`config.mk`:
```
export PLATFORM = sky130hd
export DESIGN_NAME = leb128_window_feed_flat
export DESIGN_NICKNAME = d
export VERILOG_FILES = /design/src/rtl/leb128_window_feed_pkg.sv /design/src/rtl/leb128_window_feed_if.sv /design/src/rtl/leb128_window_feed_term_find.sv /design/src/rtl/leb128_window_feed.sv /design/src/flat_wrapper.sv
export SDC_FILE = /design/constraint.sdc
export NUM_CORES = 1
export LEC_CHECK = 0
export ABC_AREA = 1
export CORE_MARGIN = 2
export CORE_UTILIZATION = 30
export DETAILED_ROUTE_END_ITERATION = 12
export REMOVE_ABC_BUFFERS = 1
export SLEW_MARGIN = 0
export SYNTH_ARGS = -nofsm -noshare
export SYNTH_HDL_FRONTEND = slang
export SYNTH_HIERARCHICAL = 1
export SYNTH_SLANG_ARGS = --single-unit
```
`constraint.sdc`:
```
create_clock -name clk -period 6.7 [get_ports clk]
set_input_delay 2.01 -clock clk [delete_from_list [all_inputs] [get_ports clk]]
set_output_delay 2.01 -clock clk [all_outputs]
set_load 0.05 [all_outputs]
```
`src/rtl/leb128_window_feed_pkg.sv`:
```
// Shared LEB128 definitions used by the window feeder and the unpackers.
// Optional feature macro used by the feeder: LEB128_OVERLONG_CHECK_EN.
package leb128_pkg;

    localparam int LEB128_MAX_BYTES = 10;
    localparam int LEB128_CONT_BIT  = 7;

    // Element 0 occupies bits [7:0] and is the oldest byte of the value.
    typedef logic [LEB128_MAX_BYTES-1:0][7:0] leb128_window_t;
    typedef logic [LEB128_MAX_BYTES-1:0]      leb128_mask_t;

endpackage

```
`src/rtl/leb128_window_feed_if.sv`:
```
// Byte-stream input and window output handshake bundle for leb128_window_feed.
// Optional feature macro affecting w_err: LEB128_OVERLONG_CHECK_EN.
interface leb128_window_feed_if;
    import leb128_pkg::*;

    logic [7:0]                    s_data;
    logic                          s_valid;
    logic                          s_ready;
    logic [8*LEB128_MAX_BYTES-1:0] w_bytes;
    logic [3:0]                    w_len;
    logic                          w_valid;
    logic                          w_ready;
    logic                          w_err;

    // Producer of bytes / consumer of windows.
    modport master (
        output s_data, s_valid, w_ready,
        input  s_ready, w_bytes, w_len, w_valid, w_err
    );

    // The feeder itself.
    modport slave (
        input  s_data, s_valid, w_ready,
        output s_ready, w_bytes, w_len, w_valid, w_err
    );

endinterface

```
`src/rtl/leb128_window_feed_term_find.sv`:
```
// Combinational search for the first LEB128 terminator byte (bit7 clear)
// among the valid slots of a window; len is the value length in bytes.
module leb128_term_find
    import leb128_pkg::*;
(
    input  leb128_window_t win,
    input  leb128_mask_t   mask,
    output logic           found,
    output logic [3:0]     len
);

    // Scan from the top slot down so the lowest matching slot wins.
    always_comb begin
        logic [3:0] idx;
        found = 1'b0;
        len   = '0;
        idx   = '0;
        for (int unsigned k = LEB128_MAX_BYTES; k > 0; k--) begin
            idx = 4'(k - 1);
            if (mask[idx] && !win[idx][LEB128_CONT_BIT]) begin
                found = 1'b1;
                len   = 4'(k);
            end
        end
    end

endmodule

```
`src/rtl/leb128_window_feed.sv`:
```
// Byte buffer feeding LEB128 unpackers: presents a 10-byte window aligned to
// the next encoded value once its whole encoding is buffered, and drops
// exactly that value's bytes on the consumer handshake.
// Optional feature macro: LEB128_OVERLONG_CHECK_EN (flags overlong windows on w_err).
module leb128_window_feed
    import leb128_pkg::*;
#(
    parameter int DEPTH = 16
) (
    input logic                 clk,
    input logic                 reset_n,
    leb128_window_feed_if.slave bus
);

    localparam int CW = $clog2(DEPTH + 1);
    localparam int IW = $clog2(DEPTH);

    logic [7:0]     mem_q [DEPTH];
    logic [7:0]     mem_d [DEPTH];
    logic [CW-1:0]  count_q;
    logic [CW-1:0]  count_d;
    logic [CW-1:0]  pop_n;
    logic [CW-1:0]  wr_idx;
    leb128_window_t win;
    leb128_mask_t   mask;
    logic           found;
    logic           full_win;
    logic           push;
    logic           pop;
    logic [3:0]     t_len;
    logic [3:0]     len;

    // Window slots beyond the buffered count read as zero and are masked out.
    always_comb begin
        win  = '0;
        mask = '0;
        for (int unsigned k = 0; k < LEB128_MAX_BYTES; k++) begin
            if (k < 32'(count_q)) begin
                mask[4'(k)] = 1'b1;
                win[4'(k)]  = mem_q[IW'(k)];
            end
        end
    end

    leb128_term_find u_term_find (
        .win   (win),
        .mask  (mask),
        .found (found),
        .len   (t_len)
    );

    assign full_win = (count_q >= CW'(LEB128_MAX_BYTES));
    assign len      = found ? t_len : (full_win ? 4'(LEB128_MAX_BYTES) : 4'd0);

    assign bus.w_valid = found | full_win;
    assign bus.w_len   = len;
    assign bus.w_bytes = win;
    assign bus.s_ready = (count_q < CW'(DEPTH));

`ifdef LEB128_OVERLONG_CHECK_EN
    assign bus.w_err = full_win & ~found;
`else
    assign bus.w_err = 1'b0;
`endif

    assign pop    = bus.w_valid & bus.w_ready;
    assign push   = bus.s_valid & bus.s_ready;
    assign pop_n  = pop ? CW'(len) : '0;
    assign wr_idx = count_q - pop_n;

    // Shift out the popped value, then append the new byte behind what remains.
    always_comb begin
        int unsigned src;
        mem_d = '{default: '0};
        src   = 0;
        for (int unsigned i = 0; i < DEPTH; i++) begin
            src = i + 32'(pop_n);
            if (src < 32'(DEPTH)) begin
                mem_d[IW'(i)] = mem_q[IW'(src)];
            end
        end
        if (push) begin
            mem_d[IW'(wr_idx)] = bus.s_data;
        end
        count_d = count_q - pop_n + CW'(push);
    end

    // Buffer and occupancy registers.
    always_ff @(posedge clk or negedge reset_n) begin
        if (!reset_n) begin
            count_q <= '0;
            mem_q   <= '{default: '0};
        end else begin
            count_q <= count_d;
            mem_q   <= mem_d;
        end
    end

endmodule

```
`src/flat_wrapper.sv`:
```
// flat-port wrapper written by rule: the top's interface ports become plain ports
module leb128_window_feed_flat import leb128_pkg::*;
#(
    parameter int DEPTH = 16
)
  (clk, reset_n, bus_s_data, bus_s_valid, bus_w_ready, bus_s_ready, bus_w_bytes, bus_w_len, bus_w_valid, bus_w_err);
  leb128_window_feed_if bus_i ();
  input logic clk;
  input logic reset_n;
  input wire logic [$bits(bus_i.s_data)-1:0] bus_s_data;
  input wire logic [$bits(bus_i.s_valid)-1:0] bus_s_valid;
  input wire logic [$bits(bus_i.w_ready)-1:0] bus_w_ready;
  output wire logic [$bits(bus_i.s_ready)-1:0] bus_s_ready;
  output wire logic [$bits(bus_i.w_bytes)-1:0] bus_w_bytes;
  output wire logic [$bits(bus_i.w_len)-1:0] bus_w_len;
  output wire logic [$bits(bus_i.w_valid)-1:0] bus_w_valid;
  output wire logic [$bits(bus_i.w_err)-1:0] bus_w_err;
  assign bus_i.s_data = bus_s_data;
  assign bus_i.s_valid = bus_s_valid;
  assign bus_i.w_ready = bus_w_ready;
  assign bus_s_ready = bus_i.s_ready;
  assign bus_w_bytes = bus_i.w_bytes;
  assign bus_w_len = bus_i.w_len;
  assign bus_w_valid = bus_i.w_valid;
  assign bus_w_err = bus_i.w_err;
  leb128_window_feed #(.DEPTH(DEPTH)) u_core (.clk(clk), .reset_n(reset_n), .bus(bus_i));
endmodule
```
==> results of run 1 <==
## Yosys cell counts (13+ instances only)
cell / instances / area, um^2
nor2_1: 75 / 281.5
nand3_1: 427 / 2137
o211ai_1: 81 / 608.1
ha_1: 18 / 225.2
nand2_2: 17 / 106.4
inv_1: 206 / 773.2
nand2_1: 726 / 2725
nor2_2: 13 / 81.33
buf_2: 41 / 205.2
o21ai_0: 203 / 1016
dfrtp_1: 133 / 3328
clkbuf_1: 59 / 221.5
## kinds of logic after synthesis
| group | after synthesis | share of synthesized area [%] |
|---|---|---|
| adders and majority gates | 19 | 1.984 |
| and+or+nand+nor | 1265 | 43.72 |
| DFF | 133 | 26.93 |
| other | 1 | 0.03034 |
| muxes | 7 | 0.5669 |
| AOI/OAI and AO/OA | 317 | 14.79 |
| xor gates and xnor gates | 14 | 1.296 |
| buffers and inverters | 334 | 10.68 |
## state kept, by name (all words and copies together), names as in the netlist
name	cells
u_core/count_q	5
u_core/mem_q	128
## cell type report
| cell class | count | share of cell area [%] |
|---|---|---|
| clock buffer | 18 | 3.057 |
| clock inverter | 13 | 1.263 |
| inverter | 220 | 5.749 |
| multi-input combinational | 1623 | 53.86 |
| sequential | 133 | 23.17 |
| tap | 532 | 4.634 |
| timing repair buffer | 126 | 8.267 |
## worst max path at each step
stage	from	end	slack (ns)	depth (start not counted)
finish	u_core/count_q[4]	bus_w_len[1]	0.59	18
detailed placement	u_core/count_q[4]	bus_w_len[1]	1.09	18
floorplan	u_core/count_q[4]	u_core/mem_q[52]	-2.89	22
CTS	u_core/count_q[4]	bus_w_len[1]	0.60	18
global placement	u_core/count_q[3]	bus_w_len[1]	1.17	18
global route	u_core/count_q[3]	bus_w_len[1]	0.25	18
## worst reg2reg max path: stages (launching register included)
cell,delay (ns)
dfrtp_1,0.37
inv_2,0.10
nand2_2,0.14
clkinv_1,0.07
buf_4,0.23
o21ai_0,0.20
inv_1,0.55
nor2_1,0.19
inv_1,0.11
nand2_2,0.06
nand2_1,0.09
nor2_2,0.05
nand3_1,0.13
inv_1,0.10
nand3_1,0.13
nand2_1,0.13
nand2_4,0.43
clkinv_1,0.27
buf_4,0.28
ha_1,0.28
a21oi_1,0.49
xor2_2,0.79
nand3_1,0.17
nand3_1,0.13
nand2_1,0.07
## through the flow
| step | cell area, um^2 | setup slack, ns | std cells | setup TNS (ns) | utilization [%] |
|---|---|---|---|---|---|
| after global placement | 13740 | 1.170 | 2634 | 0 | 33.73 |
| after CTS | 14360 | 0.6010 | 2665 | 0 | 35.26 |
| final | 14360 | 0.5932 | 2665 | 0 | 35.26 |
| after detailed placement | 13740 | 1.085 | 2634 | 0 | 33.73 |
| after floorplan | 11870 | -2.888 | 1976 | -235.85 | - |
| after global routing | 14360 | 0.2533 | 2665 | 0 | 35.26 |
## layer usage
layer	share of wire [%]	GRT usage (%)	vias up
li1	-	-	6899
met1	43	40.24	6946
met5	0	0	-
met2	40	38.12	906
met3	13	8.273	106
met4	3.6	10.44	0
==> qor.yml, run 1 <==
outcome: "finished clean"
n_antenna_cell: 0
synth-seq-cells: 133
tritoncts: "yes"
dieArea_um2: 42840
yosysWarnings: 6
critical_path.max_stage_delay_ns: 0.83
place_congestion: 0.9922
vias: 14857
synth_edf_count: 0
avgSynthCellArea_um2: 5.914
worstHoldPathType: "reg2reg"
cts-root-buf: "clkbuf_16"
crit_slowest_cell: "clkdlybuf4s50_1"
required_ns: 4.69
clkTransAtPathRegs_ns: 0.06
clock-sinks: 133
fmax_mhz: 163.8
cp_cell_sequence: "inv_2 -> nand2_2 -> clkinv_1 -> buf_4 -> nand2_1 -> clkinv_1 -> nand2_1 -> nand2_1 -> inv_1 -> inv_1 -> nand2_2 -> nand2_1 -> nor2_2 -> nand3_1 -> inv_1 -> nand3_1 -> nand2_1 -> clkdlybuf4s50_1"
clock_path_buffers: 2
finalClockSkew_ns: 0.01356
wl_per_cell_um: 22.25
fp.dieW_um: 207.0
grt-ovfl-total: 0
antenna_found_initial: 0
multi_input_area_um2: 7736
cp_data_arrival_time_ns: 4.10
crit_family: "buffers and inverters"
min_to: "u_core/count_q[4]"
grt_pass1_wl_um: 86530
slew_viol_final: 0
drv_cap: 0
crit_path_end_kind: "primary output"
wirelength_um: 59290
viasPerCell: 5.575
hold_buffers: 0
core-area_um2: 40740
grt_pass1_vias: 13134
cts_setup_buffers: 0
syn_inst: 2090
seqCellArea_um2: 3328
cp_max_fo: 10
hold_viol: 0
hpwlAfterDp_um: 43630
htreeDepth: 4
min_from: "u_core/count_q[4]"
cp-start-kind: "flop"
syn_to_final_growth_pct: 16.22
synthesis.area_um2: 12360
rows: 74
path_class: "reg2out"
worstReg2RegEnd: "u_core/mem_q[101]"
ys.flop_type: "dfrtp_1"
die_h_um: 207.0
max_slew.worst_pin.slew_ns: 1.125
ctsResizeCount: 0
fill_cells: 4571
worst_r2r_path_depth: 24
rr_startpoint: "u_core/count_q[4]"
io_pins: 99
num-nets-final: 2152
hold_path_depth: 3
clk_latency_ns: 0.44
setup_violations: 0
final_common_cell: "nand2_1"
io_buffer_count: 97
final_cell_mix: "724 x nand2_1, 427 x nand3_1, 206 x inv_1"
r2r_setup_slack_ns: 0.99
grt_max_degree: 90
cp_common_cell: "nand2_1"
hold_ws_ns: 0.7162
numCtsBuffers: 17
relSlewSlack_pct: 24.82
ant_nets: 0
drtIter0Drc: 2116
drive_gt1_share_pct: 5.626
finalCritPeriodShare_pct: 91.15
fin_crit_ns: 6.107
seq_area_frac_synth_pct: 26.93
async_flop_share_pct: 100.0
start_util_pct: 30.34
firstDrtPassIters: 6
drcViolationCount: 0
track_usage_pct: 27.72
synth.distinct_cells: 36
worstPathBufferInverterCount: 8
rsz0062_at_grt: "false"
Power of run 1 is left out: the tool's default activity adds up to more than one toggle a clock period on the data nets, which glitch-free logic cannot reach.
==> run 2, diff against run 1 <==
- CAP_MARGIN: default -> 5
- SLEW_MARGIN: 0 -> default
==> results of run 2 <==
Final layout, timing and power as in run 1 (identical DEF).
Power of run 2 is left out for the same reason.
==> run 3, diff against run 2 <==
- CAP_MARGIN: 5 -> 20
==> run 3 against run 2 <==
Compared with the run above: register-to-register slack better by 0.04 ns; count of clock-buffer cells in the layout unchanged; highest routed layer unchanged; final cell count hardly changed; critical path depth unchanged; sequential share of layout area is essentially flat; critical path type unchanged; largest cell class unchanged.
==> qor.yml, run 3 (synthesized netlist as in run 1, its figures left out) <==
outcome: "finished clean"
die_h_um: 207.0  # unchanged
slew_viol_final: 0  # unchanged
place_congestion: 0.9922  # unchanged
hpwlAfterDp_um: 43630  # unchanged
finalCritPeriodShare_pct: 91.31  # +0.17 points
setup_violations: 0  # unchanged
dp_slack_ns: 1.085  # unchanged
io_pins: 99  # unchanged
cp_cell_sequence: "inv_2 -> nand2_2 -> clkinv_1 -> buf_4 -> nand2_1 -> clkinv_1 -> nand2_1 -> nand2_1 -> inv_1 -> inv_1 -> nand2_2 -> nand2_1 -> nor2_2 -> nand3_1 -> inv_1 -> nand3_1 -> nand2_1 -> clkdlybuf4s50_1"
multi_input_area_um2: 7736  # unchanged
fill_cells: 4569  # -0.044%
grt_pass1_vias: 13134  # unchanged
grt_pass1_wl_um: 86530  # unchanged
track_usage_pct: 27.72  # unchanged
fmax_mhz: 163.5  # -0.18%
drtIter0Drc: 1953  # -7.7%
tritoncts: "yes"
rows: 74  # unchanged
dieArea_um2: 42840  # unchanged
required_ns: 4.69  # about the same
clock-sinks: 133  # unchanged
n_antenna_cell: 0  # unchanged
setup_slack_ns: 0.5820  # -0.01123 ns
critical_path.max_stage_delay_ns: 0.83  # about the same
cts-root-buf: "clkbuf_16"
cp_common_cell: "nand2_1"
clock_path_buffers: 2  # unchanged
viasPerCell: 5.560  # -0.27%
wl_per_cell_um: 22.21  # -0.16%
crit_path_end_kind: "primary output"
clkTransAtPathRegs_ns: 0.06  # about the same
critPathLaunch: "u_core/count_q[4]"
max_slew.worst_pin.slew_ns: 1.084  # -0.04068 ns
worstPathBufferInverterCount: 8  # unchanged
crit_family: "buffers and inverters"
grt_max_degree: 90  # unchanged
syn_to_final_growth_pct: 16.44
fin_cells: 2666  # +0.038%
drv_cap: 0  # unchanged
core-area_um2: 40740  # unchanged
cp_data_arrival_time_ns: 4.11  # about the same
seqCellArea_um2: 3328  # unchanged
ant_nets: 0  # unchanged
fp.dieW_um: 207.0  # unchanged
largestRegisters: "u_core/mem_q: 128 flops, u_core/count_q: 5 flops"
worst_r2r_path_depth: 26  # +8.3%
start_util_pct: 30.34  # unchanged
path_class: "reg2out"
relSlewSlack_pct: 26.95  # +2.1 points
wirelength_um: 59220  # -0.12%
cp-endpoint: "bus_w_len[1]"
hold_buffers: 0  # unchanged
dpl.cell_count: 2634  # unchanged
worstHoldPathType: "reg2reg"
largest_reg_flops: 128  # unchanged
rsz0062_at_grt: "false"
cp_max_fo: 10  # unchanged
critical_path_depth: 18  # unchanged
antenna_found_initial: 0  # unchanged
ctsResizeCount: 0  # unchanged
io_buffer_count: 97  # unchanged
hold_viol: 0  # unchanged
cts_setup_buffers: 0  # unchanged
grt-ovfl-total: 0  # unchanged
min_from: "u_core/count_q[4]"
cp-start-kind: "flop"
clk_latency_ns: 0.44  # about the same
crit_slowest_cell: "clkdlybuf4s50_1"
final_common_cell: "nand2_1"
num-nets-final: 2153  # +0.046%
worstReg2RegEnd: "u_core/mem_q[71]"
finalClockSkew_ns: 0.01322  # -0.0003466 ns
firstDrtPassIters: 8  # +2
rr_startpoint: "u_core/count_q[4]"
r2r_setup_slack_ns: 1.03  # +0.04 ns
drcViolationCount: 0  # unchanged
numCtsBuffers: 17  # unchanged
drive_gt1_share_pct: 5.670  # +0.044 points
htreeDepth: 4  # unchanged
hold_ws_ns: 0.7163  # +0.00004800 ns
final_cell_mix: "724 x nand2_1, 427 x nand3_1, 206 x inv_1"
regMostFlops: "u_core/mem_q"
vias: 14823  # -0.23%
fin_crit_ns: 6.118  # +0.01123 ns
[run 3: routing by layer]
metal	part of all wire (%)	GRT usage (%)	wire length [um]	vias up
met5	0	0	0	-
met4	3.7	10.44	2216	0
met3	13	8.273	7472	123
met2	40	38.12	23630	859
met1	44	40.24	25900	6941
li1	-	-	-	6900
[run 3: cell type report]
cell class,count,area share (%)
well taps,532,4.625
inverters,220,5.738
clock inverters,13,1.261
flip-flops and latches,133,23.13
multi-input cells,1623,53.76
clock buffers,18,3.052
repair buffers,127,8.442
[run 3: stage by stage]
step	instance area (um^2)	utilization (%)	setup TNS (ns)
floorplan	11870	-	-235.85
finish	14390	35.33	0
CTS	14360	35.26	0
global route	14390	35.33	0
detailed placement	13740	33.73	0
global placement	13740	33.73	0
[run 3: worst min path at each step]
stage,endpoint,cells past startpoint
after floorplan,u_core/count_q[0],3
after global placement,u_core/count_q[4],3
after detailed placement,u_core/count_q[4],3
after CTS,u_core/count_q[4],3
after global routing,u_core/count_q[4],3
final,u_core/count_q[4],3
[run 3: tightest hold or removal path: stages (launching register included)]
cell and delay (ns):
dfrtp_1 0.34, inv_2 0.06, xor2_1 0.18, xor2_1 0.09
Power of run 3 is left out for the same reason.
